`src/rtl/mem_port_arbiter.sv`:
```
`default_nettype none
// mem_port_arbiter: shares one single-port memory between instruction fetch and data access, one transaction in flight.
// Define ARB_ROUND_ROBIN_EN to replace fixed data priority with round-robin arbitration.
module mem_port_arbiter #(
  parameter int unsigned TIMEOUT_CYCLES = 255
) (
  input  logic        clk_i,
  input  logic        rst_i,
  input  logic        if_req_i,
  input  logic [31:0] if_addr_i,
  output logic        if_gnt_o,
  output logic        if_rvalid_o,
  output logic [31:0] if_rdata_o,
  input  logic        d_req_i,
  input  logic        d_we_i,
  input  logic [1:0]  d_size_i,
  input  logic [31:0] d_addr_i,
  input  logic [31:0] d_wdata_i,
  output logic        d_gnt_o,
  output logic        d_rvalid_o,
  output logic [31:0] d_rdata_o,
  output logic        mem_req_o,
  output logic        mem_we_o,
  output logic [1:0]  mem_size_o,
  output logic [31:0] mem_addr_o,
  output logic [31:0] mem_wdata_o,
  input  logic        mem_gnt_i,
  input  logic        mem_rvalid_i,
  input  logic [31:0] mem_rdata_i,
  output logic        stall_o,
  output logic        err_o
);

  typedef enum logic [1:0] {
    IDLE  = 2'd0,
    ISSUE = 2'd1,
    WAIT  = 2'd2
  } state_t;

  localparam logic        OWN_IF       = 1'b0;
  localparam logic        OWN_D        = 1'b1;
  localparam logic [15:0] TIMEOUT_LAST = 16'(TIMEOUT_CYCLES - 1);

  state_t      state;
  state_t      state_nxt;
  logic        owner;
  logic [15:0] wait_cnt;
  logic        d_prio;
  logic        sel_d;
  logic        start;
  logic        timeout;
  logic        respond;
  logic        gnt;
  logic [31:0] resp_data;

`ifdef ARB_ROUND_ROBIN_EN
  // Remembers who completed last; reset to D so a first collision goes to IF.
  logic last_owner;

  always_ff @(posedge clk_i or posedge rst_i) begin
    if (rst_i) begin
      last_owner <= OWN_D;
    end else if (respond) begin
      last_owner <= owner;
    end
  end

  assign d_prio = (last_owner == OWN_IF);
`else
  assign d_prio = 1'b1;
`endif

  assign sel_d     = d_req_i & (~if_req_i | d_prio);
  assign start     = (state == IDLE) & (if_req_i | d_req_i);
  assign timeout   = (state == WAIT) & ~mem_rvalid_i & (wait_cnt == TIMEOUT_LAST);
  assign respond   = ((state == WAIT) & (mem_rvalid_i | timeout))
                   | ((state == ISSUE) & mem_gnt_i & mem_rvalid_i);
  assign gnt       = (state == ISSUE) & mem_gnt_i;
  assign resp_data = timeout ? 32'd0 : mem_rdata_i;

  always_comb begin
    state_nxt = state;
    case (state)
      IDLE:    if (start) state_nxt = ISSUE;
      ISSUE:   if (mem_gnt_i) state_nxt = mem_rvalid_i ? IDLE : WAIT;
      WAIT:    if (respond) state_nxt = IDLE;
      default: state_nxt = IDLE;
    endcase
  end

  always_ff @(posedge clk_i or posedge rst_i) begin
    if (rst_i) begin
      state       <= IDLE;
      owner       <= OWN_IF;
      wait_cnt    <= '0;
      mem_req_o   <= 1'b0;
      mem_we_o    <= 1'b0;
      mem_size_o  <= 2'b00;
      mem_addr_o  <= '0;
      mem_wdata_o <= '0;
    end else begin
      state     <= state_nxt;
      mem_req_o <= (state_nxt == ISSUE);
      if (state != WAIT) begin
        wait_cnt <= '0;
      end else begin
        wait_cnt <= wait_cnt + 16'd1;
      end
      // Requester inputs are captured only here, so in-flight changes are ignored.
      if (start) begin
        owner       <= sel_d ? OWN_D : OWN_IF;
        mem_we_o    <= sel_d & d_we_i;
        mem_size_o  <= sel_d ? d_size_i : 2'b10;
        mem_addr_o  <= sel_d ? d_addr_i : if_addr_i;
        mem_wdata_o <= sel_d ? d_wdata_i : 32'd0;
      end
    end
  end

  assign if_gnt_o    = gnt & (owner == OWN_IF);
  assign d_gnt_o     = gnt & (owner == OWN_D);
  assign if_rvalid_o = respond & (owner == OWN_IF);
  assign d_rvalid_o  = respond & (owner == OWN_D);
  assign if_rdata_o  = if_rvalid_o ? resp_data : 32'd0;
  assign d_rdata_o   = d_rvalid_o ? resp_data : 32'd0;
  assign err_o       = timeout;
  assign stall_o     = (d_req_i | ((owner == OWN_D) & (state != IDLE))) & ~d_rvalid_o;

endmodule
`default_nettype wire
```
`config.mk`:
```
export PLATFORM = sky130hd
export DESIGN_NAME = mem_port_arbiter
export DESIGN_NICKNAME = d
export VERILOG_FILES = /design/src/rtl/mem_port_arbiter.sv
export SDC_FILE = /design/constraint.sdc
export NUM_CORES = 1
export LEC_CHECK = 0
export CAP_MARGIN = 30
export CORE_AREA = 3 3 107 109
export CTS_CLUSTER_SIZE = 12
export DETAILED_ROUTE_END_ITERATION = 10
export DIE_AREA = 0 0 110 112
export DONT_BUFFER_PORTS = 1
export REMOVE_ABC_BUFFERS = 1
export SYNTH_ARGS = -nofsm -noshare
export SYNTH_HDL_FRONTEND = slang
export SYNTH_SLANG_ARGS = --single-unit
```
`constraint.sdc`:
```
create_clock -name clk_i -period 3.1 [get_ports clk_i]
set_clock_uncertainty 0.1 [all_clocks]
set_input_delay 0.155 -clock clk_i [delete_from_list [all_inputs] [get_ports clk_i]]
set_output_delay 0.155 -clock clk_i [all_outputs]
set_load 0.005 [all_outputs]
```
==> results of run 1 <==
==> per-stage QoR <==
step	cells	hold slack (ns)	util	setup slack, ns	area (um^2)
global placement	519	0.1151	0.4001	0.8917	4280
detailed placement	520	0.1140	0.4012	1.045	4292
floorplan	374	0.1285	-	-2.673	4038
==> cells in the mapped netlist, types with 2 or more instances <==
cell type  number  area share
a21o_1          2      0.0036
a21oi_1         6      0.0073
a22o_1         34       0.072
and2_1         68        0.10
clkbuf_1       25       0.023
dfrtp_1        87        0.53
ha_1            2      0.0060
inv_1           8      0.0073
mux2i_1        32       0.077
nand2_1        36       0.033
nand3_1        10       0.012
nand4_1         3      0.0045
nor2_1         16       0.015
nor4_1          2      0.0030
o21ai_0        38       0.046
or3_1           2      0.0030
xnor2_1         4      0.0085
xor2_1          7       0.015
==> cell families after synthesis <==
kind of cell             synth area share
XOR/XNOR                          0.02327
AND/OR/NAND/NOR                    0.2013
adder cells (fa/ha/maj)          0.006043
flip-flops                         0.5258
multiplexers                      0.07737
buffers and inverters             0.03203
AO/OA/AOI/OAI                      0.1342
==> impl_metrics.csv, run 1 <==
group,metric,value,unit
yosys,synthesis.area,0.004140,mm^2
status,status,"aborted with a tool error",
status,tool.error,"[ERROR RSZ-0060] Max buffer count reached.",
floorplanning,num_rows,38,
cts,cts_hold_buf,108,
yosys,syn_inst,401,
floorplanning,initial_core_util,0.3870,
cts,cts_buffer_depth,2,
placed_design,port-buffer-count,0,
cts,cts_setup_buffers,0,
status,lastStage,"4_1_cts",
cts,htree_levels,3,
yosys,ys_seq_elements,87,
placed_design,hpwl,7765,um
yosys,async_flop_share,1.000,
yosys,synth_edf_count,0,
cts,numCtsBuffers,9,
yosys,synthFlopType,"dfrtp_1",
cts,cts_sinks,87,
yosys,synth.avg_cell_area,10.32,um^2
cts,cts_resized,0,
floorplanning,num_io_pins,275,
yosys,ys_seq_area_frac,0.5258,
floorplanning,die_h,112,um
floorplanning,die_x,110,um
yosys,synth_cell_type_count,37,
cts,cts-root-buf,"clkbuf_8",
placed_design,gp_congestion,0.8499,
yosys,synth_warnings,0,
==> run 2: changes to the inputs <==
--- a/config.mk
+++ b/config.mk
@@ -6,11 +6,11 @@
 export NUM_CORES = 1
 export LEC_CHECK = 0
 export CAP_MARGIN = 30
-export CORE_AREA = 3 3 107 109
-export CTS_CLUSTER_SIZE = 12
+export CORE_MARGIN = 3
+export CORE_UTILIZATION = 40
 export DETAILED_ROUTE_END_ITERATION = 10
-export DIE_AREA = 0 0 110 112
 export DONT_BUFFER_PORTS = 1
+export PLACE_DENSITY_LB_ADDON = 0.15
 export REMOVE_ABC_BUFFERS = 1
 export SYNTH_ARGS = -nofsm -noshare
 export SYNTH_HDL_FRONTEND = slang
==> run 2 against run 1 <==
  * The flow now finishes without violations
  * Synthesized area unchanged
  * Synthesized cell count stayed put
==> impl_metrics.csv, run 2 <==
group,metric,value,unit
status,status,"finished clean",
yosys,yosysMostFrequentCell,"dfrtp_1",
timing,holdWs,0.01533,ns
cts,insertion_delay,0.35,ns
yosys,synth_edf_count,0,
route,drt-initial-drc-count,199,
floorplanning,num_io_pins,275,
cts,cts_hold_buf,102,
timing,fin_crit_sh,0.8226,
layout,n_fill_cell,856,
setup_path,worst_path_largest_cell_delay,0.58,ns
setup_path,crit_type,"flop to output pin",
timing,drv_slew,0,
layout,final_common_cell,"dlygate4sd3_1",
yosys,syn_inst,401,
cts,cts.clk_slew.worst_paths,0.08,ns
cts,numCtsBuffers,9,
yosys,synthFlopType,"dfrtp_1",
layout,drive_gt1_frac,0.06387,
setup_path,crit_arrival,2.30,ns
placed_design,port-buffer-count,0,
yosys,synth_mux_area_frac,0.07736,
timing,setup_slack,0.5499,ns
yosys,ys_seq_area_frac,0.5258,
cts,cts_setup_buffers,0,
layout,area_delta_synth_final,33.85,%
flow_run,max-cap-violations,0,
global_route,grt_start_max_net_pins,52,
route,detail_route.vias_per_cell,5.384,
cts,cts_buffer_depth,2,
placed_design,dpl-instance-area,0.004309,mm^2
placed_design,gp_congestion,0.7997,
timing,setup_violations,0,
yosys,synth_compound_gate_area_share,0.1342,
yosys,ys_seq_elements,87,
cts,cts_resized,0,
power_and_ir_drop,powerDensity,691.3,mW/mm^2
power_and_ir_drop,p_leak,2.514,nW
timing,slew_headroom,0.3982,
setup_path,worstPathRequired,2.84,ns
floorplanning,die_x,107.7,um
timing,rsz0062_at_grt,"false",
route,drc,0,
route,wl,13790,um
yosys,synth_xor_area_frac,0.02327,
setup_path,cp-end-kind,"output pin",
route,vias,3419,
layout,reg_top3,"mem_addr_o (32), mem_wdata_o (32), wait_cnt (16)",
global_route,grt_pass1_vias,3510,
yosys,synth_area_leaders,"dfrtp_1, and2_1, mux2i_1",
timing,max_freq,0.3921,GHz
setup_path,setup.worst_path.start_class,"flop",
layout,final_cell_mix,"dlygate4sd3_1, dfrtp_1, and2_1, o21ai_0, nand2_1",
yosys,synth_top_family_by_area,"simple AND/OR/NAND/NOR gates",
floorplanning,die_h,107.7,um
cts,htree_levels,3,
cts,cts_sinks,87,
floorplanning,coreArea,0.009910,mm^2
setup_path,cp_max_fo,18,
yosys,yosys.area_share.simple,0.2013,
yosys,async_flop_share,1.000,
cts,tritoncts,"yes",
global_route,grt_overflow,0,
setup_path,path_cells,"and3b_1 -> a21oi_1 -> nor3b_2 -> buf_4 -> and2_1",
placed_design,hpwl,9624,um
yosys,synth.avg_cell_area,10.32,um^2
timing,worst_slew_pin_slew,0.8997,ns
timing,min_period,2.550,ns
yosys,synth_warnings,0,
cts,cts-root-buf,"clkbuf_8",
floorplanning,dieArea,0.01161,mm^2
power_and_ir_drop,vdd_drop_max,0.2543,mV
yosys,synth_top_cell_by_area,"dfrtp_1",
route,routedWlPerCell,21.71,um
setup_path,slowest_stage,"nor3b_2",
global_route,grt_usage,0.2333,
yosys,synth_cell_type_count,37,
layout,fin_nets,635,
route,dr.pass1.iters,5,
layout,fin_area,0.005542,mm^2
yosys,synthesis.area,0.004140,mm^2
yosys,synth_top_cell_area_share,0.5258,
route,ant_nets,0,
timing,hold_viol_final,0,
power_and_ir_drop,p_total,3.831,mW
hold_path,hold_path_class,"input port to flop",
global_route,antenna_found_initial,1,
placed_design,post-place-ws,0.9748,ns
yosys,synthAdderAreaFrac,0.006044,
floorplanning,num_rows,36,
floorplanning,initial_core_util,0.4178,
yosys,synth_common_cells,"dfrtp_1, and2_1, o21ai_0",
global_route,grt_pass1_wl,20220,um
timing,final.setup.tns,0,ns
run 2: cell counts after synthesis:
No cell type changed its count.
run 2: path summary, 6_finish.rpt:
path	from	end	slack [ns]	cells past startpoint
worst max-delay path	state[1]$_DFF_PP0_	if_rdata_o[7]	0.55	5
worst min register to register	mem_addr_o[16]$_DFFE_PP0P_	mem_addr_o[16]$_DFFE_PP0P_	0.41	2
max in group asynchronous	rst_i	mem_size_o[1]$_DFFE_PP0P_	2.00	4
min in group asynchronous	rst_i	mem_addr_o[2]$_DFFE_PP0P_	0.12	2
worst max register to register	wait_cnt[4]$_DFF_PP0_	wait_cnt[15]$_DFF_PP0_	1.25	4
worst min-delay path	d_req_i	mem_req_o$_DFF_PP0_	0.02	2
run 2: per-stage QoR:
step,utilization,instances
floorplan,-,374
global placement,0.4321,515
detailed placement,0.4348,516
CTS,0.5590,634
global route,0.5590,634
finish,0.5592,635
run 2: kinds of logic (layout without fill, tap and decap cells):
group                      count (synthesis)  count (layout)
buffers and inverters                     35             135
and+or+nand+nor                          151             151
xor gates and xnor gates                  11              11
adders and majority gates                  2               2
muxes                                     32              32
DFF                                       87              87
AOI/OAI and AO/OA                         83              83
other                                      0               1
run 2: critical path, delay by kind of cell (launching register included):
| family | cells | cell delay (ns) |
|---|---|---|
| flip-flops | 1 | 0.44 |
| AO/OA/AOI/OAI | 1 | 0.10 |
| buffers and inverters | 1 | 0.31 |
| AND/OR/NAND/NOR | 3 | 1.08 |
run 2: metal layers:
layer / up-vias / routed length, um / global-route usage / part of all wire
li1: 1578 / - / - / -
met1: 1681 / 5501 / 0.2970 / 0.40
met2: 150 / 7433 / 0.4045 / 0.54
met3: 10 / 705 / 0.04139 / 0.051
met4: 0 / 146 / 0.06853 / 0.011
met5: - / 0 / 0 / 0
run 2: layout make-up:
| cell class | count | area [um^2] | area share |
|---|---|---|---|
| flip-flops and latches | 87 | 2177 | 0.3929 |
| multi-input cells | 279 | 1847 | 0.3333 |
| repair buffers | 111 | 1109 | 0.2000 |
| well taps | 133 | 166.4 | 0.03003 |
| clock buffers | 12 | 155.1 | 0.02800 |
| clock inverters | 4 | 53.80 | 0.009709 |
| inverters | 8 | 31.28 | 0.005645 |
| diodes | 1 | 2.502 | 0.0004516 |
run 2: report_power, final:
group	leakage [nW]	switching (mW)	internal [mW]
clock	0.0988	0.408	0.419
combinational	1.31	0.574	0.480
sequential	1.11	0.395	1.56
No activity file was read; power rests on OpenSTA's default activity.
